--- config.mk ---
export PLATFORM = sky130hd
export DESIGN_NAME = jtgng_zxdos_romload_arb
export DESIGN_NICKNAME = d
export VERILOG_FILES = /design/src/rtl/jtgng_zxdos_romload_arb.sv
export SDC_FILE = /design/constraint.sdc
export NUM_CORES = 1
export LEC_CHECK = 0
export BUFFER_PORTS_ARGS = -buffer_cell sky130_fd_sc_hd__buf_2
export CELL_PAD_IN_SITES_DETAIL_PLACEMENT = 1
export CELL_PAD_IN_SITES_GLOBAL_PLACEMENT = 1
export CORE_MARGIN = 2
export CORE_UTILIZATION = 40
export DETAILED_ROUTE_END_ITERATION = 16
export PLACE_DENSITY = 0.71
export SYNTH_ARGS = -nofsm -noshare
export SYNTH_HDL_FRONTEND = slang
export SYNTH_SLANG_ARGS = --single-unit
--- constraint.sdc ---
create_clock -name clk_rom -period 9.4 [get_ports clk_rom]
set_clock_uncertainty 0.1 [all_clocks]
set_input_delay 1.88 -clock clk_rom [delete_from_list [all_inputs] [get_ports clk_rom]]
set_output_delay 1.88 -clock clk_rom [all_outputs]
set_load 0.02 [all_outputs]
--- src/rtl/jtgng_zxdos_romload_arb.sv ---
// ROM loader to SDRAM bridge for zxdos builds: byte packer, 2-entry write FIFO,
// SDRAM port arbiter and game reset sequencer. Optional JTGNG_ROMLOAD_CHKSUM_EN adds a byte checksum.
module jtgng_zxdos_romload_arb #(
  parameter int AW       = 22,
  parameter int POST_RST = 16
) (
  input  logic          clk_rom,
  input  logic          rst_n,
  input  logic          downloading,
  input  logic [AW-1:0] ioctl_addr,
  input  logic [7:0]    ioctl_data,
  input  logic          ioctl_wr,
  input  logic          game_req,
  input  logic [AW-2:0] game_addr,
  output logic [15:0]   game_dout,
  output logic          game_rdy,
  output logic          sdram_req,
  output logic          sdram_we,
  output logic [AW-2:0] sdram_addr,
  output logic [15:0]   sdram_din,
  output logic [1:0]    sdram_mask,
  input  logic          sdram_ack,
  input  logic          sdram_rdy,
  input  logic [15:0]   sdram_dout,
  output logic          game_rst_n,
  output logic          dwn_done,
  output logic          overflow,
  output logic [1:0]    state_dbg
`ifdef JTGNG_ROMLOAD_CHKSUM_EN
  ,output logic [15:0]  chksum
`endif
);

  localparam int WA = AW - 1;
  localparam int EW = WA + 18;
  localparam int CW = $clog2(POST_RST + 1);
  localparam logic [CW-1:0] LAST = CW'(POST_RST - 1);

  localparam logic [1:0] IDLE = 2'd0;
  localparam logic [1:0] WR   = 2'd1;
  localparam logic [1:0] RD   = 2'd2;
  localparam logic [1:0] RDW  = 2'd3;

  // SDRAM handshake: sdram_req holds with stable we/addr/din/mask until the
  // cycle sdram_ack is sampled high; the request drops on the following cycle.
  // A read then completes on the single-cycle sdram_rdy pulse.

  logic [1:0]    state;
  logic [WA-1:0] rd_addr;

  // ---------------- packer ----------------
  logic          pend_valid;
  logic [WA-1:0] pend_addr;
  logic [15:0]   pend_data;
  logic [1:0]    pend_mask;
  logic [WA-1:0] io_wa;
  logic          io_odd;
  logic          push, load, clear;
  logic [WA-1:0] push_addr;
  logic [15:0]   push_data;
  logic [1:0]    push_mask;

  assign io_wa  = ioctl_addr[AW-1:1];
  assign io_odd = ioctl_addr[0];

  // At most one word leaves the packer per cycle; a lone odd byte that arrives
  // while another byte is pending waits one cycle in the pending register.
  always_comb begin
    push      = 1'b0;
    load      = 1'b0;
    clear     = 1'b0;
    push_addr = pend_addr;
    push_data = pend_data;
    push_mask = pend_mask;
    if (ioctl_wr) begin
      if (pend_valid && pend_mask == 2'b01 && io_odd && io_wa == pend_addr) begin
        push      = 1'b1;
        push_data = {ioctl_data, pend_data[7:0]};
        push_mask = 2'b11;
        clear     = 1'b1;
      end else if (pend_valid) begin
        push = 1'b1;
        load = 1'b1;
      end else if (io_odd) begin
        push      = 1'b1;
        push_addr = io_wa;
        push_data = {ioctl_data, 8'h00};
        push_mask = 2'b10;
      end else begin
        load = 1'b1;
      end
    end else if (pend_valid && (pend_mask[1] || !downloading)) begin
      push  = 1'b1;
      clear = 1'b1;
    end
  end

  always_ff @(posedge clk_rom or negedge rst_n) begin
    if (!rst_n) begin
      pend_valid <= 1'b0;
      pend_addr  <= '0;
      pend_data  <= '0;
      pend_mask  <= '0;
    end else if (load) begin
      pend_valid <= 1'b1;
      pend_addr  <= io_wa;
      pend_data  <= io_odd ? {ioctl_data, 8'h00} : {8'h00, ioctl_data};
      pend_mask  <= io_odd ? 2'b10 : 2'b01;
    end else if (clear) begin
      pend_valid <= 1'b0;
    end
  end

  // ---------------- FIFO ----------------
  logic [EW-1:0] mem [2];
  logic          wp, rp;
  logic [1:0]    fifo_cnt;
  logic          fifo_full, fifo_empty, pop, push_ok;
  logic [WA-1:0] h_addr;
  logic [15:0]   h_data;
  logic [1:0]    h_mask;

  assign fifo_full  = fifo_cnt == 2'd2;
  assign fifo_empty = fifo_cnt == 2'd0;
  assign pop        = state == WR && sdram_ack;
  assign push_ok    = push && (!fifo_full || pop);
  assign {h_addr, h_data, h_mask} = mem[rp];

  always_ff @(posedge clk_rom) begin
    if (push_ok) mem[wp] <= {push_addr, push_data, push_mask};
  end

  always_ff @(posedge clk_rom or negedge rst_n) begin
    if (!rst_n) begin
      wp       <= 1'b0;
      rp       <= 1'b0;
      fifo_cnt <= 2'd0;
      overflow <= 1'b0;
    end else begin
      if (push_ok) wp <= ~wp;
      if (pop)     rp <= ~rp;
      case ({push_ok, pop})
        2'b10:   fifo_cnt <= fifo_cnt + 2'd1;
        2'b01:   fifo_cnt <= fifo_cnt - 2'd1;
        default: fifo_cnt <= fifo_cnt;
      endcase
      if (push && !push_ok) overflow <= 1'b1;
    end
  end

  // ---------------- arbiter FSM ----------------
  always_ff @(posedge clk_rom or negedge rst_n) begin
    if (!rst_n) begin
      state     <= IDLE;
      rd_addr   <= '0;
      game_dout <= '0;
      game_rdy  <= 1'b0;
    end else begin
      game_rdy <= 1'b0;
      case (state)
        IDLE: begin
          if (!fifo_empty) begin
            state <= WR;
          end else if (game_req && game_rst_n && !downloading && !game_rdy) begin
            state   <= RD;
            rd_addr <= game_addr;
          end
        end
        WR:  if (sdram_ack) state <= IDLE;
        RD:  if (sdram_ack) state <= RDW;
        RDW: begin
          if (sdram_rdy) begin
            game_dout <= sdram_dout;
            game_rdy  <= 1'b1;
            state     <= IDLE;
          end
        end
        default: state <= IDLE;
      endcase
    end
  end

  assign state_dbg = state;
  assign sdram_req = state == WR || state == RD;
  assign sdram_we  = state == WR;

  always_comb begin
    sdram_addr = '0;
    sdram_din  = '0;
    sdram_mask = '0;
    case (state)
      WR: begin
        sdram_addr = h_addr;
        sdram_din  = h_data;
        sdram_mask = h_mask;
      end
      RD: begin
        sdram_addr = rd_addr;
        sdram_mask = 2'b11;
      end
      RDW:     sdram_addr = rd_addr;
      default: sdram_addr = '0;
    endcase
  end

  // ---------------- game reset sequencer ----------------
  logic          armed, idle_ok;
  logic [CW-1:0] rst_cnt;

  assign idle_ok = !pend_valid && fifo_empty && state == IDLE;

  always_ff @(posedge clk_rom or negedge rst_n) begin
    if (!rst_n) begin
      game_rst_n <= 1'b0;
      dwn_done   <= 1'b0;
      rst_cnt    <= '0;
      armed      <= 1'b0;
    end else begin
      dwn_done <= 1'b0;
      if (downloading) begin
        game_rst_n <= 1'b0;
        rst_cnt    <= '0;
        armed      <= 1'b1;
      end else if (armed && !game_rst_n) begin
        if (!idle_ok) begin
          rst_cnt <= '0;
        end else if (rst_cnt == LAST) begin
          game_rst_n <= 1'b1;
          dwn_done   <= 1'b1;
          rst_cnt    <= '0;
        end else begin
          rst_cnt <= rst_cnt + 1'b1;
        end
      end
    end
  end

`ifdef JTGNG_ROMLOAD_CHKSUM_EN
  logic dl_q;
  always_ff @(posedge clk_rom or negedge rst_n) begin
    if (!rst_n) begin
      dl_q   <= 1'b0;
      chksum <= '0;
    end else begin
      dl_q <= downloading;
      if (downloading && !dl_q)
        chksum <= ioctl_wr ? {8'h00, ioctl_data} : 16'h0000;
      else if (ioctl_wr)
        chksum <= chksum + {8'h00, ioctl_data};
    end
  end
`endif

endmodule

======== Word-level counts from Yosys, hierarchy flattened ========
Memories as Yosys holds them, arrays and structs flattened.
Index checks and enable logic that the tools add are counted.
operators by class
  $add $sub $neg .......................... 3
  eq/ne operators ......................... 13
  mux-type cells .......................... 53
  bitwise gates (word level) .............. 2
  reduce and logical (&&, ||, !) cells .... 34
operators with widths
  cell                                           count
  two-way mux 16 bit                             6
  two-way mux 21 bit                             4
  one-hot mux 21 bit (2 select lines)            1
  two-way mux 1 bit                              25
  == test 21 bit                                 1
  two-way mux 2 bit                              10
  two-way mux 5 bit                              4
  logical AND 1 bit                              13
  nonzero test 2 bit                             5
  == test 2 bit, second input constant           4
  one-hot mux 2 bit (2 select lines)             2
  one-hot mux 2 bit (4 select lines)             1
  == test 2 x 1 -> 1 bit, second input constant  3
  logical NOT 1 bit                              6
  AND reduction 3 bit                            2
  adder 5 x 1 -> 5 bit, second input constant    1
  == test 5 x 4 -> 1 bit, second input constant  1
  logical NOT 2 bit                              2
  != test 2 bit, second input constant           2
  AND reduction 4 bit                            1
  logical OR 1 bit                               3
  != test 3 bit, second input constant           1
  adder 2 x 1 -> 2 bit, second input constant    1
  != test 2 x 1 -> 1 bit, second input constant  1
  other kinds (4)                                5
storage, ports and cells
  register bits ........................... 93
  bits in writable memories ............... 78
  input bits .............................. 74
  output and inout port bits .............. 63
  logic and storage cells ................. 122
  memories ................................ 1
memories
  memory  depth  width  rd ports  clocked after memory_dff  wr ports  line  RTL
  mem     2      39     1         0                         1         115   logic [EW-1:0] mem [2];

======== Logic depth before layout (Yosys ltp) ========
Gate-level depths: netlist (run 1).
  depth after elaboration ................. 9
  mapped depth ............................ 9
  gate-level depth less buffers ........... 9

======== Least setup slack after synthesis (run 1) ========
OpenSTA, ideal clock, no wires.
  path type ............................... input to register
  start point ............................. in ioctl_addr[0]
  end point ............................... mem mem[0][0] in the netlist's numbering (enable)
  library setup time ...................... 0.435 ns
  arrival ................................. 4.182 ns
  data required time ...................... 8.865 ns
  setup slack ............................. 4.683 ns
  stages on the path ...................... 5
  path buffers ............................ 1
  cells stage by stage .................... buf_1 -> o21a_1 -> a21oi_1 -> nand2b_1 -> nor2_1
on the way
  word-level cells in the longest chain between the ends .. 7
  elaborated cells on any way between the ends .. 9
  classes of those cells .................. mux: 6; reduce/logical: 3
ends and longest elaborated chain
  what                                                    line    RTL
  from (decl)                                             10      input logic [AW-1:0] ioctl_addr,
  two-way mux 1 bit or logical AND 1 bit (tied branches)  84, 76
  two-way mux 1 bit or logical AND 1 bit (tied branches)  81, 76
  two-way mux 1 bit (*)                                   76      if (pend_valid && pend_mask == 2'b01 && io_odd && io_wa == pend_addr) begin
  two-way mux 1 bit (*)                                   75      if (ioctl_wr) begin
  logical AND 1 bit (*)                                   126     assign push_ok = push && (!fifo_full || pop);
  two-way mux 1 bit (*)                                   130     if (push_ok) mem[wp] <= {push_addr, push_data, push_mask};
  two-way mux 1 bit (not written as such) (*)             130
  to (decl)                                               115
Every way passes the cells marked *; elsewhere a longest branch is shown, timed or not.

======== Final worst setup path (run 1) ========
  start point ............................. reg rp
  end point ............................... out sdram_addr[16]
on the way
  word-level cells in the longest chain between the ends .. 2
ends and longest elaborated chain
  what                                 line  RTL
  from (decl)                          116   logic wp, rp;
  from (signal assigned)               141   if (pop) rp <= ~rp;
  memory read (2 x 39 bit)             n/a
  one-hot mux 21 bit (2 select lines)  191   case (state)
  to (decl)                            19    output logic [AW-2:0] sdram_addr,
No other way between the ends.

==> results.ini, run 1 <==
[run_status]
run_status=completed

[power]
clkPwrFrac_pct=25.8
p_per_area_nw_per_um2=277.1
switching_share_pct=35.02
finalPower_mw=2.556
cellLeakagePower_nw=4.192
vdd_drop_max_v=0.0001308
p_sw_mw=0.8951
p_comb_share_pct=31.4
seq_power_share_pct=42.8
p_int_mw=1.661

[clock_tree]
post_cts_resized=0
cts_tree=yes
cts_sinks=171
post_cts_buffers=0
h-tree-depth=4
clkTransAtPathRegs_ps=70
cts-hold-fix-buffers=0
cts_inserted_buffers=17
clk_latency_ps=430
ctsLongestPathBuffers=2
root_buffer=clkbuf_16

[drt]
vias=5015
first_iter_violations=274
wl_microns=18790
drt_first_pass_iters=4
drtAntennaViolNets=0
wl_per_cell_microns=18.96
drc=0
vias_per_cell=5.061

[timing]
slew_headroom_pct=21.59
setup_slack_ps=4999
rsz0062_at_grt=no
max_clock_freq_mhz=227.2
drv_slew=0
hold_viol_final=0
setup_viol=0
finalCriticalPeriod_ps=4401
worst_hold_slack_ps=382.5
layout_worst_path_cycle_share_pct=46.82
tightestPinTransition_ps=1173
fin_setup_tns_ps=0

[placement]
pre_cts_slack_ps=4921
post-dp-hpwl_microns=12990
place_congestion=0.7499
portBuffers=136

[finish]
final_util_pct=48.83
area_delta_synth_final_pct=18.71
num_antenna_cells=0
nets=799
layout-drive-gt1-share_pct=37.07

[die]
ioPinCount=137
start_util_pct=41.13
coreArea_sq_um=18890
fp.dieW_microns=143.4
die_area_sq_um=20560
rows=50
fp.dieH_microns=143.4

[synth]
synth_edf_count=78
synth_cells=587
ys_ff_latch=171
syn_nets=668
synth_commonest_cells=dfrtp_1, edfxtp_1, nand2_1, mux2_2, nor2_1
synth_mux_area_share_pct=16.20
syn_area_per_cell_sq_um=13.24
yosysTopAreaCell=edfxtp_1
synthXorXnorAreaFrac_pct=2.930
synth_warnings=0
synth_top_family_by_area=multiplexers
ys_seq_area_share_pct=60.09
synthFlopType=dfrtp_1
synth_compound_area_share_pct=5.716
synthesis.area_sq_um=7771
async_reset_ff_share_pct=54.39
synth.area.top_cells=edfxtp_1, dfrtp_1, mux2_2, mux2_4, nand2_1
synthAdderAreaFrac_pct=1.127
yosys.area.top_type_share_pct=30.14
yosys.area_share.simple_pct=11.54
yosysMostFrequentCell=dfrtp_1
synth.distinct_cells=49

[min_path]
hold_depth=1
hold_path.class=register to register

[critical_path]
arrival_ps=2420
path_class=register to output pin
r2r_slack_ps=6290
rr_worst_depth=7
worstPathRequired_ps=7420
path_max_fanout=40
worstSetupStartpointType=register
cp-end-kind=output pin

[run]
drv_cap=0

[grt]
grt_pass1_vias=5386
grtUsageTotal_pct=18.82
grt_max_degree=51
grt_first_pass_wirelength_microns=29200
antenna_found_initial=0
grt_remaining_overflow=0

[per-stage QoR]
step	cell area (sq um)	cells
after global routing	9225	991
after global placement	8673	959
after floorplan	7771	587
final	9225	991
after CTS	9225	991
after detailed placement	8673	959
[final timing paths]
check                             startpoint             end
min in group asynchronous              rst_n     rd_addr[19]
max in group asynchronous              rst_n     rd_addr[12]
worst min register to register  pend_data[6]    pend_data[6]
worst min-delay path            pend_data[6]    pend_data[6]
worst max register to register  state_dbg[1]      mem[1][17]
worst max-delay path                      rp  sdram_addr[16]
[state kept, by name, indices dropped and copies added, names as in the netlist, 2 cells and up]
register and flops:
game_dout 16, state_dbg 2, fifo_cnt 2, rst_cnt 5
pend_data 16, pend_addr 21, rd_addr 21, pend_mask 2
mem 78
[area by class of cell]
type	instances	area, sq um
fill	1984	9668
sequential	171	4671
multi-input combinational	379	2930
timing repair buffer	140	713.2
clock buffer	17	425.4
tap	260	325.3
clock inverter	15	126.4
inverter	9	33.78
[worst max-delay path: stages (launching register included)]
cell and delay (ps):
dfrtp_2 1040, mux2_2 440, a22oi_1 160, nor2_1 90, buf_2 210
[power groups by stage]
stage | Sequential, mW | Combinational, mW | Clock [mW]
floorplan | 1.10 | 0.534 | 0
global placement | 1.10 | 0.781 | 0
detailed placement | 1.11 | 0.808 | 0
CTS | 1.10 | 0.814 | 0.674
global route | 1.12 | 0.875 | 0.705
finish | 1.09 | 0.802 | 0.659
[cells in the final DEF (no fill, tap or decap), types with 2 or more instances in the layout]
cell	synthesis	layout
mux2_2	68	68
ha_1	7	7
nor2_1	29	27
clkinv_1	0	2
a22oi_1	21	21
nand3b_1	3	3
nor4_2	4	4
clkinv_2	0	3
a21o_1	10	10
buf_4	1	5
nor2_4	0	2
edfxtp_1	78	78
nand2b_1	6	6
nor3b_1	10	10
inv_1	9	9
mux2_1	2	2
a21oi_1	4	4
o2bb2ai_1	8	8
and2_1	10	10
dfrtp_1	93	92
nand3_1	12	12
clkinv_4	0	3
xor2_1	22	22
inv_6	0	2
mux2i_1	17	17
nand2_1	75	75
nor4_1	3	3
mux2_4	20	20
xnor2_1	4	4
o21ai_0	7	7
or2_2	2	2
buf_2	3	135
clkinvlp_4	0	4
nor2b_1	18	18
clkbuf_16	0	17
[layer usage]
| metal | wire length (microns) | track usage (%) |
|---|---|---|
| met3 | 701 | 3.665 |
| met1 | 8977 | 25.54 |
| met5 | 0 | 0 |
| met2 | 8833 | 30.48 |
| met4 | 274 | 6.192 |
[kinds of logic (layout without fill, tap and decap cells)]
family | count (synthesis) | in the layout
multiplexers | 107 | 107
adder cells (fa/ha/maj) | 7 | 7
buffers and inverters | 37 | 181
XOR/XNOR | 26 | 26
flip-flops | 171 | 171
AO/OA/AOI/OAI | 60 | 60
AND/OR/NAND/NOR | 179 | 179
(Power assumes the default switching activity.)
==> run 2, diff against run 1 <==
--- a/config.mk
+++ b/config.mk
@@ -11,7 +11,7 @@
 export CORE_MARGIN = 2
 export CORE_UTILIZATION = 40
 export DETAILED_ROUTE_END_ITERATION = 16
-export PLACE_DENSITY = 0.71
+export PLACE_DENSITY = 0.74
 export SYNTH_ARGS = -nofsm -noshare
 export SYNTH_HDL_FRONTEND = slang
 export SYNTH_SLANG_ARGS = --single-unit
==> constraint.sdc (replaced) <==
create_clock -name clk_rom -period 3.9 [get_ports clk_rom]
set_clock_uncertainty 0.1 [all_clocks]
set_input_delay 0.78 -clock clk_rom [delete_from_list [all_inputs] [get_ports clk_rom]]
set_output_delay 0.78 -clock clk_rom [all_outputs]
set_load 0.02 [all_outputs]
==> run 2 against run 1 <==
Against the previous run: non-clock buffer count up 3; cell area up 0.77%; clock power up 150%; critical endpoint is now sdram_addr[0].
==> results.ini, run 2 (synthesis results as in run 1) <==
[run_status]
run_status=completed

[placement]
portBuffers=136
placed_cell_area_sq_um=8733
dp_cells=962
post-dp-hpwl_microns=13030
place_congestion=0.7842

[clock_tree]
post_cts_resized=0
cts_tree=yes
root_buffer=clkbuf_16
clkTransAtPathRegs_ps=70
cts_sinks=171
ctsLongestPathBuffers=2
cts_inserted_buffers=17
h-tree-depth=4
cts-hold-fix-buffers=0
clk_latency_ps=430
post_cts_buffers=0

[critical_path]
worstSetupStartpointType=register
slowest_delay_ps=510
cp-end-kind=output pin
path_cells=inv_1, ha_1, or2_2, a22oi_1, nor2_1, buf_2
path_buf_inv=2
arrival_ps=2310
worstPathRequired_ps=3020
slowest_stage=or2_2
path_max_fanout=21
path_class=register to output pin
crit_family=simple AND/OR/NAND/NOR gates

[timing]
finalCriticalPeriod_ps=3192
slew_headroom_pct=37.57
drv_slew=0
fin_setup_tns_ps=0
max_clock_freq_mhz=313.2
layout_worst_path_cycle_share_pct=81.86
setup_viol=0
rsz0062_at_grt=no
worst_hold_slack_ps=374.1
hold_viol_final=0
tightestPinTransition_ps=934.2

[drt]
drc=0
drtAntennaViolNets=0
drt_first_pass_iters=4
vias_per_cell=5.034
wl_per_cell_microns=18.46
first_iter_violations=294
vias=5004
wl_microns=18350

[finish]
final_cell_area_sq_um=9296
area_delta_synth_final_pct=19.63
largestRegisters=mem (78), pend_addr (21), rd_addr (21)
num_antenna_cells=0
layout-drive-gt1-share_pct=37.47
nets=802
final_cell_mix=buf_2, dfrtp_1, edfxtp_1, nand2_1, mux2_2
largest_reg_flops=78
regMostFlops=mem
final_cell_count_no_fill=994
layout_commonest_cell=buf_2
fill_cells=2004

[grt]
grt_remaining_overflow=0
grt_first_pass_wirelength_microns=29730
grtUsageTotal_pct=18.76
antenna_found_initial=0
grt_pass1_vias=5558
grt_max_degree=68

[power]
cellLeakagePower_nw=4.226
vdd_drop_max_v=0.0003219
p_per_area_nw_per_um2=667.4

[die]
start_util_pct=41.13
ioPinCount=137
rows=50
coreArea_sq_um=18890
die_area_sq_um=20560
fp.dieH_microns=143.4
fp.dieW_microns=143.4

[min_path]
hold_path.class=input port to asynchronous set/reset pin

[run]
drv_cap=0

==> run 2: cell count changes in the layout (fill, tap and decap cells not counted) <==
| cell | delta |
|---|---|
| buf_12 | +3 |
| clkinv_1 | -1 |
| clkinv_2 | -1 |
| clkinv_4 | -2 |
| inv_6 | +3 |
| inv_8 | +1 |
==> run 2: where the power goes <==
| part | internal, mW | switching, mW |
|---|---|---|
| combinational | 0.794 | 1.19 |
| sequential | 2.36 | 0.236 |
| clock | 0.888 | 0.734 |
==> run 2: worst paths after layout <==
| check | start | end | slack, ps | depth (start not counted) |
|---|---|---|---|---|
| setup / recovery | state_dbg[0] | sdram_addr[0] | 710 | 6 |
| hold / removal | rst_n | rd_addr[19] | 370 | 1 |
| setup reg to reg | state_dbg[0] | rd_addr[11] | 1120 | 5 |
| hold reg to reg | pend_data[4] | pend_data[4] | 380 | 1 |
| max in group asynchronous | rst_n | rst_cnt[1] | 2420 | 2 |
| min in group clk_rom | pend_data[4] | pend_data[4] | 380 | 1 |
==> run 2: worst reg2reg max path, cell delays in order (launching register included) <==
cell     delay (ps)
dfrtp_1         440
inv_1           130
ha_1            200
nor3b_1         540
nand2_1         730
mux2_2          520
==> run 2: metrics by stage <==
step	total power, mW	util, %	setup WS, ps
2_1_floorplan	3.939	-	282.9
3_3_place_gp	4.557	46.23	799.4
3_5_place_dp	4.641	46.23	725.9
4_1_cts	6.274	49.21	703.7
5_1_grt	6.550	49.21	545.5
6_report	6.204	49.21	707.5
==> run 2: final cells by class <==
| type | count | area [sq um] | share of cell area, % |
|---|---|---|---|
| well taps | 260 | 325.3 | 3.499 |
| clock inverters | 15 | 137.6 | 1.480 |
| repair buffers | 143 | 773.2 | 8.318 |
| flip-flops and latches | 171 | 4671 | 50.24 |
| inverters | 9 | 33.78 | 0.3634 |
| clock buffers | 17 | 425.4 | 4.576 |
| multi-input cells | 379 | 2930 | 31.52 |
==> run 2: per-layer routing <==
metal | vias to the layer above | GRT usage [%] | wire, microns
met5 | - | 0 | 0
met4 | 0 | 5.882 | 252
met3 | 18 | 3.599 | 730
met2 | 109 | 30.48 | 8802
met1 | 2519 | 25.55 | 8566
li1 | 2358 | - | -
